[config.mk]
export PLATFORM = sky130hd
export DESIGN_NAME = fifo_ctrl_flat
export DESIGN_NICKNAME = d
export VERILOG_FILES = /design/src/rtl/fifo_pkg.sv /design/src/rtl/fifo_ctrl_if.sv /design/src/rtl/fifo_ptr.sv /design/src/rtl/fifo_ctrl.sv /design/src/flat_wrapper.sv
export SDC_FILE = /design/constraint.sdc
export NUM_CORES = 1
export LEC_CHECK = 0
export CORE_UTILIZATION = 49
export CTS_BUF_LIST = sky130_fd_sc_hd__clkbuf_4
export DETAILED_ROUTE_END_ITERATION = 7
export GPL_TIMING_DRIVEN = 0
export PLACE_DENSITY = 0.77
export SYNTH_ARGS = -nofsm -noshare
export SYNTH_HDL_FRONTEND = slang
export SYNTH_SLANG_ARGS = --single-unit
[constraint.sdc]
create_clock -name clk -period 3.46 [get_ports clk]
set_clock_uncertainty 0.15 [all_clocks]
set_input_delay 0.346 -clock clk [delete_from_list [all_inputs] [get_ports clk]]
set_output_delay 0.346 -clock clk [all_outputs]
set_load 0.1 [all_outputs]
[src/rtl/fifo_pkg.sv]
// Shared sizing and types for the 128 x 8 output-buffer FIFO controller.
// Latency: n/a (declarations only).
// Backpressure: n/a (declarations only).
package fifo_pkg;

  localparam int ADDR_BITS = 7;
  localparam int DEPTH     = 128;
  localparam int PTR_BITS  = 8;

  // Pointers carry one extra wrap bit above the memory address.
  typedef logic [PTR_BITS-1:0] ptr_t;
  // Occupancy needs the same width so that DEPTH itself is representable.
  typedef logic [PTR_BITS-1:0] cnt_t;

endpackage

[src/rtl/fifo_ctrl_if.sv]
// Push/pop request and status bundle between the FIFO controller and its user.
// Latency: n/a (wiring only).
// Backpressure: user watches full/empty; rejected requests only raise sticky errors.
// Ports: push/pop/clear from the user; w_en, w_count, r_count, full, empty,
//        almost_full, almost_empty, count, overflow, underflow from the controller.
interface fifo_ctrl_if import fifo_pkg::*; #(
  parameter int ADDR_BITS = fifo_pkg::ADDR_BITS
);

  logic                 push;
  logic                 pop;
  logic                 clear;
  logic                 w_en;
  logic [ADDR_BITS-1:0] w_count;
  logic [ADDR_BITS-1:0] r_count;
  logic                 full;
  logic                 empty;
  logic                 almost_full;
  logic                 almost_empty;
  logic [ADDR_BITS:0]   count;
  logic                 overflow;
  logic                 underflow;

  // Producer/consumer side.
  modport master (
    output push, pop, clear,
    input  w_en, w_count, r_count, full, empty,
    input  almost_full, almost_empty, count, overflow, underflow
  );

  // Controller side.
  modport slave (
    input  push, pop, clear,
    output w_en, w_count, r_count, full, empty,
    output almost_full, almost_empty, count, overflow, underflow
  );

endinterface

[src/rtl/fifo_ptr.sv]
// Wrapping FIFO pointer: address bits plus a wrap bit, modulo 2^PTR_BITS.
// Latency: one cycle from inc/clr to the new pointer value.
// Backpressure: none; the caller gates inc.
// Ports: clk, n_rst (async active-low), clr (sync, wins over inc), inc, ptr.
module fifo_ptr import fifo_pkg::*; #(
  parameter int PTR_BITS = fifo_pkg::PTR_BITS
) (
  input  logic                clk,
  input  logic                n_rst,
  input  logic                clr,
  input  logic                inc,
  output logic [PTR_BITS-1:0] ptr
);

  // Natural overflow of the adder performs both the address wrap and the
  // wrap-bit toggle.
  always_ff @(posedge clk or negedge n_rst) begin
    if (!n_rst) begin
      ptr <= '0;
    end else if (clr) begin
      ptr <= '0;
    end else if (inc) begin
      ptr <= ptr + 1'b1;
    end
  end

endmodule

[src/rtl/fifo_ctrl.sv]
// Pointer/flag controller for the output-buffer FIFO memory.
// Latency: w_en combinational from push; flags/count update one cycle after the accepting edge.
// Backpressure: push refused while full, pop refused while empty; refusals set sticky errors.
// Ports: clk, n_rst (async active-low), bus (fifo_ctrl_if.slave: push/pop/clear in,
//        write enable, addresses, flags, count and sticky errors out).
module fifo_ctrl import fifo_pkg::*; #(
  parameter int ADDR_BITS = fifo_pkg::ADDR_BITS,
  parameter int AF_THRESH = 120,
  parameter int AE_THRESH = 8
) (
  input  logic       clk,
  input  logic       n_rst,
  fifo_ctrl_if.slave bus
);

  localparam int PW = ADDR_BITS + 1;
  localparam logic [PW-1:0] AF_LVL = PW'(AF_THRESH);
  localparam logic [PW-1:0] AE_LVL = PW'(AE_THRESH);

  logic [PW-1:0] wptr;
  logic [PW-1:0] rptr;
  logic [PW-1:0] count_q;
  logic          full;
  logic          empty;
  logic          push_ok;
  logic          pop_ok;
  logic          ovf_q;
  logic          unf_q;

  // Flags decode only from registered pointers.
  assign empty = (wptr == rptr);
  assign full  = (wptr[ADDR_BITS-1:0] == rptr[ADDR_BITS-1:0]) &&
                 (wptr[ADDR_BITS] != rptr[ADDR_BITS]);

  // Gating on the current flags means a full FIFO takes only the pop of a
  // simultaneous pair, and an empty FIFO takes only the push (no fall-through).
  assign push_ok = bus.push && !full  && !bus.clear;
  assign pop_ok  = bus.pop  && !empty && !bus.clear;

  fifo_ptr #(.PTR_BITS(PW)) u_wptr (
    .clk   (clk),
    .n_rst (n_rst),
    .clr   (bus.clear),
    .inc   (push_ok),
    .ptr   (wptr)
  );

  fifo_ptr #(.PTR_BITS(PW)) u_rptr (
    .clk   (clk),
    .n_rst (n_rst),
    .clr   (bus.clear),
    .inc   (pop_ok),
    .ptr   (rptr)
  );

  // Occupancy kept as its own register so threshold compares see a flop.
  always_ff @(posedge clk or negedge n_rst) begin
    if (!n_rst) begin
      count_q <= '0;
    end else if (bus.clear) begin
      count_q <= '0;
    end else begin
      unique case ({push_ok, pop_ok})
        2'b10:   count_q <= count_q + 1'b1;
        2'b01:   count_q <= count_q - 1'b1;
        default: count_q <= count_q;
      endcase
    end
  end

  // Sticky errors: any refused request while full/empty, cleared only by
  // clear or reset.
  always_ff @(posedge clk or negedge n_rst) begin
    if (!n_rst) begin
      ovf_q <= 1'b0;
      unf_q <= 1'b0;
    end else if (bus.clear) begin
      ovf_q <= 1'b0;
      unf_q <= 1'b0;
    end else begin
      if (bus.push && full) ovf_q <= 1'b1;
      if (bus.pop && empty) unf_q <= 1'b1;
    end
  end

  assign bus.w_en         = push_ok;
  assign bus.w_count      = wptr[ADDR_BITS-1:0];
  assign bus.r_count      = rptr[ADDR_BITS-1:0];
  assign bus.full         = full;
  assign bus.empty        = empty;
  assign bus.count        = count_q;
  assign bus.almost_full  = (count_q >= AF_LVL);
  assign bus.almost_empty = (count_q <= AE_LVL);
  assign bus.overflow     = ovf_q;
  assign bus.underflow    = unf_q;

endmodule

[src/flat_wrapper.sv]
// flat-port wrapper written by rule: the top's interface ports become plain ports
module fifo_ctrl_flat import fifo_pkg::*;
#(
  parameter int ADDR_BITS = fifo_pkg::ADDR_BITS,
  parameter int AF_THRESH = 120,
  parameter int AE_THRESH = 8
)
  (clk, n_rst, bus_push, bus_pop, bus_clear, bus_w_en, bus_w_count, bus_r_count, bus_full, bus_empty, bus_almost_full, bus_almost_empty, bus_count, bus_overflow, bus_underflow);
  fifo_ctrl_if #(.ADDR_BITS(ADDR_BITS)) bus_i ();
  input  logic clk;
  input  logic n_rst;
  input wire logic [$bits(bus_i.push)-1:0] bus_push;
  input wire logic [$bits(bus_i.pop)-1:0] bus_pop;
  input wire logic [$bits(bus_i.clear)-1:0] bus_clear;
  output wire logic [$bits(bus_i.w_en)-1:0] bus_w_en;
  output wire logic [$bits(bus_i.w_count)-1:0] bus_w_count;
  output wire logic [$bits(bus_i.r_count)-1:0] bus_r_count;
  output wire logic [$bits(bus_i.full)-1:0] bus_full;
  output wire logic [$bits(bus_i.empty)-1:0] bus_empty;
  output wire logic [$bits(bus_i.almost_full)-1:0] bus_almost_full;
  output wire logic [$bits(bus_i.almost_empty)-1:0] bus_almost_empty;
  output wire logic [$bits(bus_i.count)-1:0] bus_count;
  output wire logic [$bits(bus_i.overflow)-1:0] bus_overflow;
  output wire logic [$bits(bus_i.underflow)-1:0] bus_underflow;
  assign bus_i.push = bus_push;
  assign bus_i.pop = bus_pop;
  assign bus_i.clear = bus_clear;
  assign bus_w_en = bus_i.w_en;
  assign bus_w_count = bus_i.w_count;
  assign bus_r_count = bus_i.r_count;
  assign bus_full = bus_i.full;
  assign bus_empty = bus_i.empty;
  assign bus_almost_full = bus_i.almost_full;
  assign bus_almost_empty = bus_i.almost_empty;
  assign bus_count = bus_i.count;
  assign bus_overflow = bus_i.overflow;
  assign bus_underflow = bus_i.underflow;
  fifo_ctrl #(.ADDR_BITS(ADDR_BITS), .AF_THRESH(AF_THRESH), .AE_THRESH(AE_THRESH)) u_core (.clk(clk), .n_rst(n_rst), .bus(bus_i));
endmodule
== After elaboration in Yosys (flattened, before gate mapping) ==
Cells that the tools add are included.
Cells by class
  multiplexer cells: 10
  $add $sub $neg: 4
  bitwise gates (word level): 0
  divide/modulo/power cells: 0
  reduce and logical (&&, ||, !) cells: 15
  magnitude comparators: 2
  equality and inequality tests: 5
  shift operators: 0
  multiply operators: 0
Operators with widths (count)
  8-bit 2-to-1 mux: 5
  8-bit by 1-bit adder with 8-bit output (second input constant): 3
  8-bit one-hot mux with 2 select lines: 1
  8-bit == test: 1
  8-bit by 7-bit greater-or-equal comparator with 1-bit output (second input constant): 1
  8-bit by 4-bit less-or-equal comparator with 1-bit output (second input constant): 1
  2-bit nonzero test: 4
  8-bit by 1-bit subtractor with 8-bit output (second input constant): 1
  7-bit == test: 1
  1-bit logical AND: 7
  1-bit 2-to-1 mux: 4
  1-bit zero test: 3
  3-bit nonzero test: 1
  2-bit by 1-bit == test with 1-bit output (second input constant): 1
  2-bit == test (second input constant): 1
  1-bit inequality test: 1
Storage, ports and cells
  output and inout bits: 29
  latch bits: 0
  memory bits (writable): 0
  input bits: 5
  register bits after elaboration: 26
  logic and storage cells: 41
  bits in read-only memories: 0
  memories: 0

== Logic depth before layout (Yosys ltp) ==
Gate-level depths: netlist of the first run.
  word-level depth: 8
  depth in mapped cells: 12
  mapped depth without buffers: 11

== Modules after synthesis ==
From an unflattened synthesis of the first run, not the netlist that was laid out.
Unflattened totals
  cells, all modules: 175
  area total of the unflattened synthesis: 1684.1 µm²
Modules (own cells, without submodules)
  fifo_ctrl: cells an instance 101, instances 1, area an instance 890.9 µm², sequential area each 250.2 µm²
  fifo_ptr: cells an instance 37, instances 2, area an instance 396.6 µm², sequential area each 200.2 µm²

== Worst setup path before layout of the first run ==
Ideal clock, no wire load.
  path kind: register to register
  start: register u_core.u_wptr.ptr[2]
  end: register u_core.ovf_q, in the netlist u_core.bus.overflow
  data required time: 3.226 ns
  setup time: 0.084 ns
  cell stages (with the launch flop): 6
  clock period less this slack: 4.448 ns
  slack: -0.988 ns
  buffers on the path: 0
  arrival time: 4.214 ns
  path through: dfrtp_1 xnor2_1 nand4_2 nor4_1 a21oi_1 nor2_1
On the way
  cells in the longest elaborated chain, start to end: 4
RTL lines
  from (decl): line fifo_ptr.sv:12  | output logic [PTR_BITS-1:0] ptr
  from (signal assigned): line fifo_ptr.sv:23  | ptr <= ptr + 1'b1;
  7-bit == test: line fifo_ctrl.sv:32  | assign full = (wptr[ADDR_BITS-1:0] == rptr[ADDR_BITS-1:0]) &&
  1-bit logical AND: line fifo_ctrl.sv:32
  net bus_full: line flat_wrapper.sv:18  | output wire logic [$bits(bus_i.full)-1:0] bus_full;
  1-bit logical AND: line fifo_ctrl.sv:81  | if (bus.push && full) ovf_q <= 1'b1;
  2-bit nonzero test (no source line)
  to (signal assigned): line fifo_ctrl.sv:75  | ovf_q <= 1'b0;
  to (signal assigned): line fifo_ctrl.sv:78  | ovf_q <= 1'b0;
  to (signal assigned): line fifo_ctrl.sv:81
  to (decl): line fifo_ctrl.sv:27  | logic ovf_q;
The timed path passes the listed nets, and every way through them passes these cells.
A chain may end at the register's enable or synchronous reset.

== Final worst setup path of the first run ==
  start: register u_core.u_wptr.ptr[2]
  end: register u_core.count_q[7], in the netlist u_core.bus.count[7]
On the way
  cells in the longest elaborated chain, start to end: 8
  elaborated cells between the ends (all ways): 14
  those cells by class: eq/ne: 4; mux: 2; reduce/logical: 8
RTL lines
  7-bit == test: line fifo_ctrl.sv:32
  1-bit logical AND: line fifo_ctrl.sv:32
  1-bit zero test: line fifo_ctrl.sv:37  | assign push_ok = bus.push && !full && !bus.clear;
  1-bit logical AND (2 in series): line fifo_ctrl.sv:37
  2-bit by 1-bit == test with 1-bit output or 2-bit == test (tied branches): line fifo_ctrl.sv:63  | unique case ({push_ok, pop_ok})
  8-bit one-hot mux with 2 select lines: line fifo_ctrl.sv:63
  8-bit 2-to-1 mux: line fifo_ctrl.sv:60  | end else if (bus.clear) begin
  to (signal assigned): line fifo_ctrl.sv:64  | 2'b10: count_q <= count_q + 1'b1;
  to (signal assigned): line fifo_ctrl.sv:65  | 2'b01: count_q <= count_q - 1'b1;
  to (signal assigned): line fifo_ctrl.sv:66  | default: count_q <= count_q;
  to (decl): line fifo_ctrl.sv:22  | logic [PW-1:0] count_q;
Several ways; a longest one is shown, not always the timed one.

==> summary.txt, run 1 <==
Status
  • Outcome: finished clean

Finish
  • Synth-to-layout area growth: 32.8%
  • Final net count: 255
  • Final core occ: 67.5%
  • Layout Cells excl Fill: 288
  • Commonest non-fill, non-tap cells in the layout: clkdlybuf4s50_1, buf_4, nand2_1, nor2_1, dfrtp_1
  • Layout cells sized above 1: 27.1%
  • Commonest non-fill, non-tap cell in the layout: clkdlybuf4s50_1
  • Fillcell total: 297
  • Number of antenna diodes: 0

Timing
  • RSZ-0062 raised after global routing: yes
  • Fmax: 0.291 GHz
  • Final Slew Violations: 0
  • Setup Viol. Count Final: 0
  • Slew @ Worst Pin: 1.14 ns
  • Final Critical Period: 3.43 ns
  • Period utilization: 99.2%
  • Fin. Hold Viols: 0
  • Worst slew margin: 24.0%

Synthesis
  • Ys flop type: dfrtp_1
  • Post-Synthesis Cells: 195
  • Asr flop ratio synth: 100%
  • Mean Syn Cell Area: 9.55 um2
  • Netlist Area Pre-Place: 1860 um2
  • Unique cell type count in the Yosys netlist: 41
  • Sequential area share after synthesis: 34.9%
  • EDFF count, synth: 0
  • Mapped Nets: 209
  • Ys Warns: 0
  • Yosys reg bits: 26

Global routing
  • Grt ovf: 0
  • Total track usage: 21.2%
  • First-pass GRT wire length: 6620 um
  • Largest net degree at the start of global routing: 27
  • Vias in the first global route: 1418
  • Antenna violations before repair: 0

Clock network
  • H-tree Lvls: 1
  • CTS tree: yes
  • Worst-path clk slew: 0.14 ns
  • CTS Root Cell: clkbuf_4
  • Max Buffers Root-to-Sink: 2
  • TritonCTS Sinks: 26
  • Worst skew pair latency: 0.32 ns
  • Cts bufs inserted: 3

Setup path
  • CP bufs+invs: 2
  • Kind of critical path: reg -> reg
  • WP data arrival: 3.49 ns
  • Worst path slowest cell: dfrtp_2
  • Crit-path cells: xnor2_2, nand4_2, o41a_1, buf_6, nor4_4, buf_4, ha_1, and2_1, a311oi_2, a21o_1, and4_1, o21ai_0, nor3b_2
  • CP Capture Type: flip-flop
  • Worst R2R Setup Slack: 0.03 ns
  • CP delay by family, top: compound AO/OA/AOI/OAI gates
  • Largest incremental delay on the critical path: 0.48 ns
  • CP startpoint kind: flip-flop
  • CP max FO: 8
  • Worst EP required: 3.52 ns

Pwr
  • Lkg Pwr: 1.03 nW
  • IR drop worst, VDD: 0.514 mV
  • Total design power: 1.18 mW
  • Pwr Density: 478 nW/um2

Place
  • DP Cell Count: 275
  • Number of port buffers: 32
  • Post-DP HPWL: 2860 um
  • Placer Congestion: 0.854

Flow run
  • MaxCap Viol Count: 0

Routing
  • WL final: 4270 um
  • Vias: 1558
  • Remaining antenna violation count: 0
  • Starting DRC count in detailed routing: 54
  • Via density: 5.41
  • DR WL/cell: 14.8 um
  • Initial DRT Pass Iterations: 4
  • DRC: 0

Hold path
  • Worst hold path class: reg -> reg

Floorplanning
  • Die width: 63.6 um
  • Core Region: 3660 um2
  • Die H: 63.6 um
  • Full die area: 4050 um2
  • Initial Util: 50.9%
  • # IOs: 34
  • Num rows: 22
[kinds of logic after synthesis]
family	Yosys count	synth area share (%)
xor+xnor	27	12.7
flops	26	34.9
buf+inv	25	8.40
compound gates	26	13.9
mux	2	1.08
fa+ha+maj	9	6.45
simple gates	80	22.5
[worst register-to-register path: stages (launching register included)]
cell	delay, ns
dfrtp_2	0.48
xnor2_2	0.22
nand4_2	0.21
o41a_1	0.46
buf_6	0.15
nor4_4	0.13
buf_4	0.19
ha_1	0.29
and2_1	0.20
a311oi_2	0.22
a21o_1	0.17
and4_1	0.20
o21ai_0	0.08
nor3b_2	0.16
[worst paths after layout]
check,start,to,cells after the start
max in group asynchronous,n_rst,u_core.u_rptr.ptr[1],1
setup / recovery,u_core.u_wptr.ptr[2],u_core.bus.count[7],13
hold / removal,u_core.bus.underflow,u_core.bus.underflow,2
hold reg to reg,u_core.bus.underflow,u_core.bus.underflow,2
setup reg to reg,u_core.u_wptr.ptr[2],u_core.bus.count[7],13
min in group asynchronous,n_rst,u_core.u_wptr.ptr[3],1
[layer usage]
metal / vias up / routed length, um / global-route usage (%)
li1: 766 / - / -
met1: 745 / 1920 / 28.4
met2: 39 / 2160 / 34.2
met3: 8 / 134 / 2.54
met4: 0 / 61 / 9.09
met5: - / 0 / 0
[sequential cells by signal (all words and copies together), names as in the netlist]
name,cells
u_core.bus.count,8
u_core.bus.overflow,1
u_core.bus.underflow,1
u_core.u_rptr.ptr,8
u_core.u_wptr.ptr,8
[layout make-up]
cell class	count	area, um2	area share, %
clock inverters	1	3.75	0.152
clock buffers	3	22.5	0.911
repair buffers	41	390	15.8
well taps	48	60.1	2.43
plain buffers	21	150	6.07
flip-flops and latches	26	662	26.8
multi-input cells	144	1170	47.3
inverters	4	15.0	0.607
[cells in the mapped netlist, types with 4 or more instances]
| cell type | instances | area, um2 |
|---|---|---|
| nand3b_1 | 8 | 60.1 |
| a21oi_1 | 9 | 45.0 |
| ha_1 | 8 | 100 |
| nand4_1 | 5 | 31.3 |
| xor2_1 | 12 | 105 |
| o311ai_2 | 6 | 97.6 |
| clkbuf_1 | 4 | 15.0 |
| dfrtp_1 | 26 | 651 |
| nor2_1 | 22 | 82.6 |
| buf_4 | 14 | 105 |
| inv_1 | 4 | 15.0 |
| xnor2_1 | 15 | 131 |
| nor3_1 | 4 | 20.0 |
| nand2_1 | 22 | 82.6 |
[repair_timing]
item	CTS	global route
endpoints found under the setup margin	5	3
buffers inserted	3	6
pin swaps	2	2
hold buffers	0	0
resized for setup	9	19
[through the flow]
| stage | hold WS [ns] | setup TNS (ns) | area, um2 | setup WS (ns) |
|---|---|---|---|---|
| after floorplan | -0.0996 | 0 | 1880 | 0.0463 |
| after global placement | 0.323 | -0.652 | 2260 | -0.270 |
| after detailed placement | 0.336 | -0.725 | 2260 | -0.308 |
| after CTS | 0.368 | 0 | 2360 | 0.00543 |
| after global routing | 0.408 | -0.187 | 2470 | -0.118 |
| final | 0.360 | 0 | 2470 | 0.0288 |
[power by group]
group	switching [mW]	internal [mW]	total (mW)	leakage (nW)
Sequential	0.0533	0.332	0.385	0.342
Clock	0.0885	0.0424	0.131	0.0154
Combinational	0.464	0.203	0.667	0.668
(Power assumes the default switching activity.)
==> inputs of run 2 (changes only) <==
--- a/config.mk
+++ b/config.mk
@@ -7,6 +7,7 @@
 export LEC_CHECK = 0
 export CORE_UTILIZATION = 49
 export CTS_BUF_LIST = sky130_fd_sc_hd__clkbuf_4
+export CTS_CLUSTER_SIZE = 10
 export DETAILED_ROUTE_END_ITERATION = 7
 export GPL_TIMING_DRIVEN = 0
 export PLACE_DENSITY = 0.77
==> results of run 2 <==
No change in the layout: final DEF, timing and power equal those of run 1.
==> RTL change: new RTL, flow settings as in run 2 <==
Set the package constant `ADDR_BITS` to 6 (it was 7).
--- a/src/rtl/fifo_pkg.sv
+++ b/src/rtl/fifo_pkg.sv
@@ -4,5 +4,5 @@
 package fifo_pkg;
 
-  localparam int ADDR_BITS = 7;
+  localparam int ADDR_BITS = 6;
   localparam int DEPTH     = 128;
   localparam int PTR_BITS  = 8;
Ports: changed (resized bus_count, bus_r_count and bus_w_count); port bits go from 34 to 31. The function was not compared with the original's and may differ.
==> RTL change against run 2 <==
  * The run now ends with design-rule violations left
  * Fmax rose by 2.6%
  * Synthesized area down 17%
  * Cell count fell by 22%
  * Setup slack better by 0.087 ns
  * Final area is 19% lower
  * Total power shrank 15%
  * Utilization increased by 2.7 points
  * Clock power grew 4%
  * Sequential cell count fell by 3
  * Via count is 22% lower
  * Sequential power is 15% lower
  * Wire length down 26%
  * Highest routed layer unchanged
==> RTL change: results (changes against run 2) <==
run status=finished, violations left; failing checks=design-rule violations; met3 WL=97 um (-28%); met2 routed WL=1530 um (-29%); top cells by area, synth=dfrtp_1 (37%), xor2_1 (11%), buf_4 (6.4%); first-pass GRT wire length=5090 um (-23%); adder-cell area share of the yosys netlist=0.0700 (+0.00552); largest net degree at the start of global routing=24 (-11%); met1 wire length=1490 um (-22%); Synth Area in Compound Gates=0.0879 (-0.0512); met1 GRT Util=0.283 (-0.00139); Post-Synth XOR/XNOR Area=0.155 (+0.0277); via count=1,210 (-22%); Initial DRC Count=41 (-24%); synth unique cells=37 (-9.8%); RR Startpoint=u_core.u_wptr.ptr[3]$_DFFE_PN0P_; flop2flop setup slack=0.12 ns (+0.09 ns); vias in the first global route=1,106 (-22%); DRC Markers=3 (+3); top cells by count, synth=nor2_1 (25), dfrtp_1 (23), xor2_1 (19); met2 usage=0.307 (-0.0347); r2r endpoint=u_core.bus.count[6]$_DFFE_PN0P_; sequential share of cell area=0.289 (+0.0213); multi-input gates=112 (-22%); cells on worst reg2reg path=14 (+1); HP Start=bus_clear; Worst-Margin Slew=1.05 ns (-0.0898 ns); critical path fanouts, max=5 (-3); Multi-input gate area=898 um2 (-23%); Worst Hold Slack=0.286 ns (-0.0740 ns); Routability Congestion=0.849 (-0.59%); gr usage total=0.199 (-0.0128); Crit Path Class=register to output port; Switch Pwr=498 uW (-18%); Final Cycle Share=0.966 (-0.0252)
## RTL change: cell count changes in the layout (fill, tap and decap cells not counted), sizes merged, moves of 5 or more
cell,delta
buf,-5
mux2i,+5
nand2,-12
nand3b,-7
o311ai,-7
xnor2,-9
xor2,+7
## RTL change: power groups by stage
stage          logic (mW)  clock network, mW  registers, mW
2_1_floorplan       0.300                  0          0.441
3_3_place_gp        0.511                  0          0.330
3_5_place_dp        0.518                  0          0.331
4_1_cts             0.521              0.145          0.326
5_1_grt             0.575              0.152          0.331
6_report            0.542              0.136          0.326
## RTL change: per-stage QoR
stage                     instance area, um2  power (mW)  TNS, ns
after global routing                    2000        1.06  -0.0371
after detailed placement                1880       0.849    -1.10
after global placement                  1880       0.840   -0.950
after floorplan                         1550       0.741   -0.993
final                                   2000        1.00        0
after CTS                               1920       0.991        0
